<file path="config.mk">
export PLATFORM = sky130hd
export DESIGN_NAME = acc_cpu_param_flat
export DESIGN_NICKNAME = d
export VERILOG_FILES = /design/src/rtl/acc_cpu_param_if.sv /design/src/rtl/acc_cpu_param.sv /design/src/flat_wrapper.sv
export SDC_FILE = /design/constraint.sdc
export NUM_CORES = 1
export LEC_CHECK = 0
export BUFFER_PORTS_ARGS = -buffer_cell sky130_fd_sc_hd__buf_2
export CAP_MARGIN = 25
export CORE_MARGIN = 2
export CORE_UTILIZATION = 50
export DETAILED_ROUTE_END_ITERATION = 6
export PLACE_DENSITY = 0.71
export RECOVER_POWER = 50
export SLEW_MARGIN = 20
export SYNTH_ARGS = -nofsm -noshare
export SYNTH_HDL_FRONTEND = slang
export SYNTH_SLANG_ARGS = --single-unit
</file>
<file path="constraint.sdc">
create_clock -name clk -period 6.75 [get_ports clk]
set_clock_uncertainty 0.05 [all_clocks]
set_input_delay 0.3375 -clock clk [delete_from_list [all_inputs] [get_ports clk]]
set_output_delay 0.3375 -clock clk [all_outputs]
set_load 0.01 [all_outputs]
</file>
<file path="src/rtl/acc_cpu_param_if.sv">
// acc_cpu_param_if: program-load and debug-read port of the accumulator core.
// master drives prog_we/prog_addr/prog_data/dbg_addr; slave returns dbg_rdata.
interface acc_cpu_param_if #(
  parameter int DATA_W = 32,
  parameter int OPND_W = 16,
  parameter int ADDR_W = 4,
  parameter int PC_W   = 4
);
  logic              prog_we;
  logic [PC_W-1:0]   prog_addr;
  logic [OPND_W+2:0] prog_data;
  logic [ADDR_W-1:0] dbg_addr;
  logic [DATA_W-1:0] dbg_rdata;

  modport master (
    output prog_we, prog_addr, prog_data, dbg_addr,
    input  dbg_rdata
  );

  modport slave (
    input  prog_we, prog_addr, prog_data, dbg_addr,
    output dbg_rdata
  );
endinterface

</file>
<file path="src/rtl/acc_cpu_param.sv">
// acc_cpu_param: parametrised single-accumulator core with run-control FSM.
// Ports: clk, rst (sync, active-high), start pulse, io (program load +
// debug dmem read), pc, acc, busy, halted, retired instruction count.
module acc_cpu_param #(
  parameter int DATA_W = 32,
  parameter int OPND_W = 16,
  parameter int ADDR_W = 4,
  parameter int PC_W   = 4,
  parameter int CNT_W  = 16
) (
  input  logic              clk,
  input  logic              rst,
  input  logic              start,
  acc_cpu_param_if.slave    io,
  output logic [PC_W-1:0]   pc,
  output logic [DATA_W-1:0] acc,
  output logic              busy,
  output logic              halted,
  output logic [CNT_W-1:0]  retired
);
  localparam int INSTR_W = OPND_W + 3;

  typedef enum logic [1:0] {
    S_IDLE,
    S_RUN,
    S_HALTED
  } state_t;

  typedef enum logic [2:0] {
    OP_LOAD  = 3'b000,
    OP_ADD   = 3'b001,
    OP_STORE = 3'b010,
    OP_BRZ   = 3'b011,
    OP_SUB   = 3'b100,
    OP_LOADI = 3'b101,
    OP_JMP   = 3'b110,
    OP_HALT  = 3'b111
  } op_t;

  state_t state;

  logic [INSTR_W-1:0] imem [2**PC_W];
  logic [DATA_W-1:0]  dmem [2**ADDR_W];

  logic [INSTR_W-1:0] instr;
  op_t                op;
  logic [OPND_W-1:0]  opnd;
  logic [ADDR_W-1:0]  a;
  logic [PC_W-1:0]    t;
  logic [DATA_W-1:0]  rd;
  logic [PC_W-1:0]    pc_inc;

  assign instr  = imem[pc];
  assign op     = op_t'(instr[2:0]);
  assign opnd   = instr[INSTR_W-1:3];
  assign a      = opnd[ADDR_W-1:0];
  assign t      = opnd[PC_W-1:0];
  assign rd     = dmem[a];
  assign pc_inc = pc + PC_W'(1);

  assign io.dbg_rdata = dmem[io.dbg_addr];

  assign busy   = (state == S_RUN);
  assign halted = (state == S_HALTED);

  always_ff @(posedge clk) begin
    if (rst) begin
      state   <= S_IDLE;
      pc      <= '0;
      acc     <= '0;
      retired <= '0;
    end else if (state == S_RUN) begin
      if (retired != '1)
        retired <= retired + CNT_W'(1);
      pc <= pc_inc;
      unique case (op)
        OP_LOAD:  acc <= rd;
        OP_ADD:   acc <= acc + rd;
        OP_STORE: dmem[a] <= acc;
        OP_BRZ:   if (acc == '0) pc <= t;
        OP_SUB:   acc <= acc - rd;
        OP_LOADI: acc <= DATA_W'(opnd);
        OP_JMP:   pc <= t;
        OP_HALT: begin
          pc    <= pc;
          state <= S_HALTED;
        end
      endcase
    end else begin
      // Write lands on the start edge too, so the first fetch sees it.
      if (io.prog_we)
        imem[io.prog_addr] <= io.prog_data;
      if (start) begin
        state   <= S_RUN;
        pc      <= '0;
        acc     <= '0;
        retired <= '0;
      end
    end
  end
endmodule

</file>
<file path="src/flat_wrapper.sv">
// flat-port wrapper written by rule: the top's interface ports become plain ports
module acc_cpu_param_flat 
#(
  parameter int DATA_W = 32,
  parameter int OPND_W = 16,
  parameter int ADDR_W = 4,
  parameter int PC_W   = 4,
  parameter int CNT_W  = 16
)
  (clk, rst, start, pc, acc, busy, halted, retired, io_prog_we, io_prog_addr, io_prog_data, io_dbg_addr, io_dbg_rdata);
  acc_cpu_param_if #(.DATA_W(DATA_W), .OPND_W(OPND_W), .ADDR_W(ADDR_W), .PC_W(PC_W)) io_i ();
  input  logic clk;
  input  logic rst;
  input  logic start;
  output logic [PC_W-1:0] pc;
  output logic [DATA_W-1:0] acc;
  output logic busy;
  output logic halted;
  output logic [CNT_W-1:0] retired;
  input wire logic [$bits(io_i.prog_we)-1:0] io_prog_we;
  input wire logic [$bits(io_i.prog_addr)-1:0] io_prog_addr;
  input wire logic [$bits(io_i.prog_data)-1:0] io_prog_data;
  input wire logic [$bits(io_i.dbg_addr)-1:0] io_dbg_addr;
  output wire logic [$bits(io_i.dbg_rdata)-1:0] io_dbg_rdata;
  assign io_i.prog_we = io_prog_we;
  assign io_i.prog_addr = io_prog_addr;
  assign io_i.prog_data = io_prog_data;
  assign io_i.dbg_addr = io_dbg_addr;
  assign io_dbg_rdata = io_i.dbg_rdata;
  acc_cpu_param #(.DATA_W(DATA_W), .OPND_W(OPND_W), .ADDR_W(ADDR_W), .PC_W(PC_W), .CNT_W(CNT_W)) u_core (.clk(clk), .rst(rst), .start(start), .io(io_i), .pc(pc), .acc(acc), .busy(busy), .halted(halted), .retired(retired));
endmodule
</file>
==> results.py <==
metrics = {
    "timing": {
        "fin_crit_ns": 6.68,
        "fin_crit_sh": 0.990,
        "slew_headroom": -0.102,
        "setup_tns_ns": 0,
        "rsz0062_at_grt": "yes",
        "tightest_slew_ns": 1.65,
        "clock.fmax_ghz": 0.150,
        "setup_violations": 0,
        "slew_violations": 40,
        "hold_viol": 0,
    },
    "routing": {
        "detail-route-antenna-nets": 0,
        "vias_per_cell": 6.60,
        "drtIter0Drc": 3620,
        "firstDrtPassIters": 6,
        "drt-total-wl_um": 117000,
        "drcViolationCount": 0,
        "vias": 27000,
        "wl_per_cell_um": 28.7,
    },
    "layout": {
        "fin_cells": 4090,
        "finish.utilization": 0.595,
        "syn_to_final_growth_pct": 17.7,
        "drive_gt1_frac": 0.282,
        "fin_area_mm2": 0.0479,
        "fill_cells": 5912,
        "layout.nets": 3020,
    },
    "floorplanning": {
        "core_area_mm2": 0.0805,
        "io-pin-count": 117,
        "start_util": 0.506,
        "rows": 104,
        "die_width_um": 289,
        "die_area_mm2": 0.0838,
        "die_h_um": 289,
    },
    "hold_path": {
        "hold_path_class": "in -> reg",
    },
    "setup_path": {
        "cpPeakStageDelay_ns": 0.57,
        "critical_path_class": "reg -> reg",
        "required_ns": 7.24,
        "critPathArrivalTime_ns": 7.18,
        "crit_path_frequent_cell": "buf_6",
        "cp-end-kind": "flop",
        "crit_fanout": 6,
        "crit_slowest_cell": "or4_4",
        "start_kind": "flop",
    },
    "yosys": {
        "synth_cells": 2610,
        "synth_nets": 2676,
        "synth_top_area_cell": "edfxtp_1",
        "async_flop_share": 0,
        "synthMuxAreaShare": 0.179,
        "synthXorXnorAreaFrac": 0.0142,
        "yosysTopAreaCellShare": 0.601,
        "seq_area_frac_synth": 0.630,
        "synth-seq-cells": 874,
        "synth_compound_area_frac": 0.0744,
        "synth_top_family_by_area": "multiplexers",
        "synth.area.top_cells": "edfxtp_1 (60%), mux4_2 (15%), dfxtp_1 (2.9%), mux2i_1 (2.5%), a21oi_1 (2.2%)",
        "synthFlopType": "edfxtp_1",
        "synth-simple-area-share": 0.0688,
        "synth-adder-area-share": 0.0109,
        "synth_cell_types": 78,
        "synth_area_mm2": 0.0407,
        "ys.warnings.count": 0,
        "syn_area_per_cell_um2": 15.6,
        "synth_edf_count": 816,
    },
    "clocking": {
        "clk_pin_slew_ns": 0.06,
        "cts_buffer_depth": 3,
        "cts_root_buf": "clkbuf_16",
        "clock_sinks": 874,
        "insertion_delay_ns": 0.67,
        "cts_tree": "built",
        "htreeDepth": 3,
        "cts_buffers": 90,
    },
    "global_routing": {
        "grt_max_degree": 80,
        "grt_pass1_vias": 26700,
        "grt_pass1_wl_um": 171000,
        "overflow": 0,
        "antenna_found_initial": 2,
        "grt_use_total": 0.278,
    },
    "outcome": {
        "status": "finished, violations left",
        "violations": "max-capacitance violations, max-slew violations",
    },
    "placement": {
        "place_area_mm2": 0.0444,
        "gp_congestion": 0.926,
        "port_buffers": 116,
        "placed_cells": 3879,
        "dp_hpwl_um": 72400,
    },
    "power": {
        "leakagePower_nw": 16.3,
        "ir_drop_uv": 355,
        "p_total_w": 0.0133,
        "p_per_area_mw_per_mm2": 278,
    },
    "job": {
        "max_cap_violations": 2,
    },
}
## area by class of cell
class | count | area (µm²) | area share
antenna | 1 | 2.50 | 0.0000522
clock buffer | 107 | 2360 | 0.0492
clock inverter | 60 | 589 | 0.0123
inverter | 20 | 75.1 | 0.00157
multi-input combinational | 1542 | 14700 | 0.307
sequential | 874 | 25700 | 0.535
tap | 1060 | 1330 | 0.0277
timing repair buffer | 426 | 3190 | 0.0666
## power by group
group / total (W) / switching [W] / internal (W)
registers: 0.00605 / 0.0000709 / 0.00598
clock network: 0.00494 / 0.00212 / 0.00282
logic: 0.00234 / 0.00133 / 0.00100
total: 0.0133 / 0.00352 / 0.00981
## stage by stage
step / hold WS, ns / worst slack, ns
5_1_grt: 0.228 / -0.149
3_5_place_dp: 0.440 / -0.233
4_1_cts: 0.207 / 0.00460
3_3_place_gp: 0.423 / -0.232
6_report: 0.239 / 0.0662
2_1_floorplan: 0.386 / 0.344
## synthesized netlist by cell type, types with 6 or more instances
library cell / instances
a2111oi_0: 6
and3_1: 22
o21bai_1: 9
nor2b_1: 19
o21ai_0: 60
and4_1: 10
mux2i_1: 100
mux4_2: 276
nor2_1: 132
nor3_1: 21
inv_1: 19
clkbuf_1: 84
nand4_1: 11
xnor2_1: 32
buf_4: 15
a31oi_1: 17
a22o_1: 26
edfxtp_1: 816
buf_6: 9
or2_2: 6
dfxtp_1: 58
o21ai_1: 8
nand2b_1: 30
a311oi_1: 9
buf_1: 22
buf_2: 46
xor2_1: 34
and2_1: 8
a21o_1: 11
o221ai_1: 8
nand2_1: 218
o211ai_1: 7
a22oi_1: 28
nand3_1: 62
ha_1: 34
a211oi_1: 47
a211o_1: 17
nor4_1: 20
a21oi_1: 176
## state kept, by name, summed over array words and instances (netlist names), named ones only
register        cells
u_core.dmem       512
u_core.imem       304
u_core.acc         32
u_core.retired     16
u_core.pc           4
u_core.state        2
## worst max-delay path: cells and delay by family (launching register included)
family,cells,cell delay (ns)
compound gates,12,2.14
mux,2,0.79
flops,1,0.41
buf+inv,7,0.88
xor+xnor,2,0.32
fa+ha+maj,1,0.30
simple gates,6,1.62
## path summary, 6_finish.rpt
path	start	to	slack, ns	cells after the start
setup / recovery	flop	u_core.acc[25]	0.07	30
hold / removal	rst	u_core.retired[2]	0.24	3
setup reg to reg	flop	u_core.acc[25]	0.07	30
hold reg to reg	u_core.retired[13]	u_core.retired[13]	0.45	2
## cells in the final DEF (no fill, tap or decap), drive strengths merged, types with 23 or more instances in the layout
master and count:
clkbuf 194, nand2b 30, nor4 25, a21oi 176, mux4 276, xnor2 32, inv 23, ha 34
mux2i 100, nor2 132, nand3 62, a22o 26, clkinv 43, buf 319, o21ai 68, edfxtp 816
dfxtp 58, a22oi 29, nand2 220, a211oi 48, xor2 34
## logic make-up (layout without fill, tap and decap cells)
group	count (synthesis)	in the layout
simple gates	586	586
fa+ha+maj	35	35
mux	383	383
flops	874	874
xor+xnor	66	66
other cells	0	1
buf+inv	196	613
compound gates	470	472
## per-layer routing
metal,track usage,up-vias,part of all wire
met5,0,-,0
li1,-,11200,-
met4,0.107,0,0.039
met2,0.444,1720,0.48
met3,0.0608,313,0.11
met1,0.376,13700,0.37
## what timing repair did
item,in CTS,in global routing
setup buffers,5,14
hold buffers,20,0
gates cloned,0,3
gates resized for setup,11,72
pin swaps,3,39
endpoints found under the setup margin,5,15
hold endpoints to repair,299,0
Note: power is estimated with default switching activity, not from simulation.
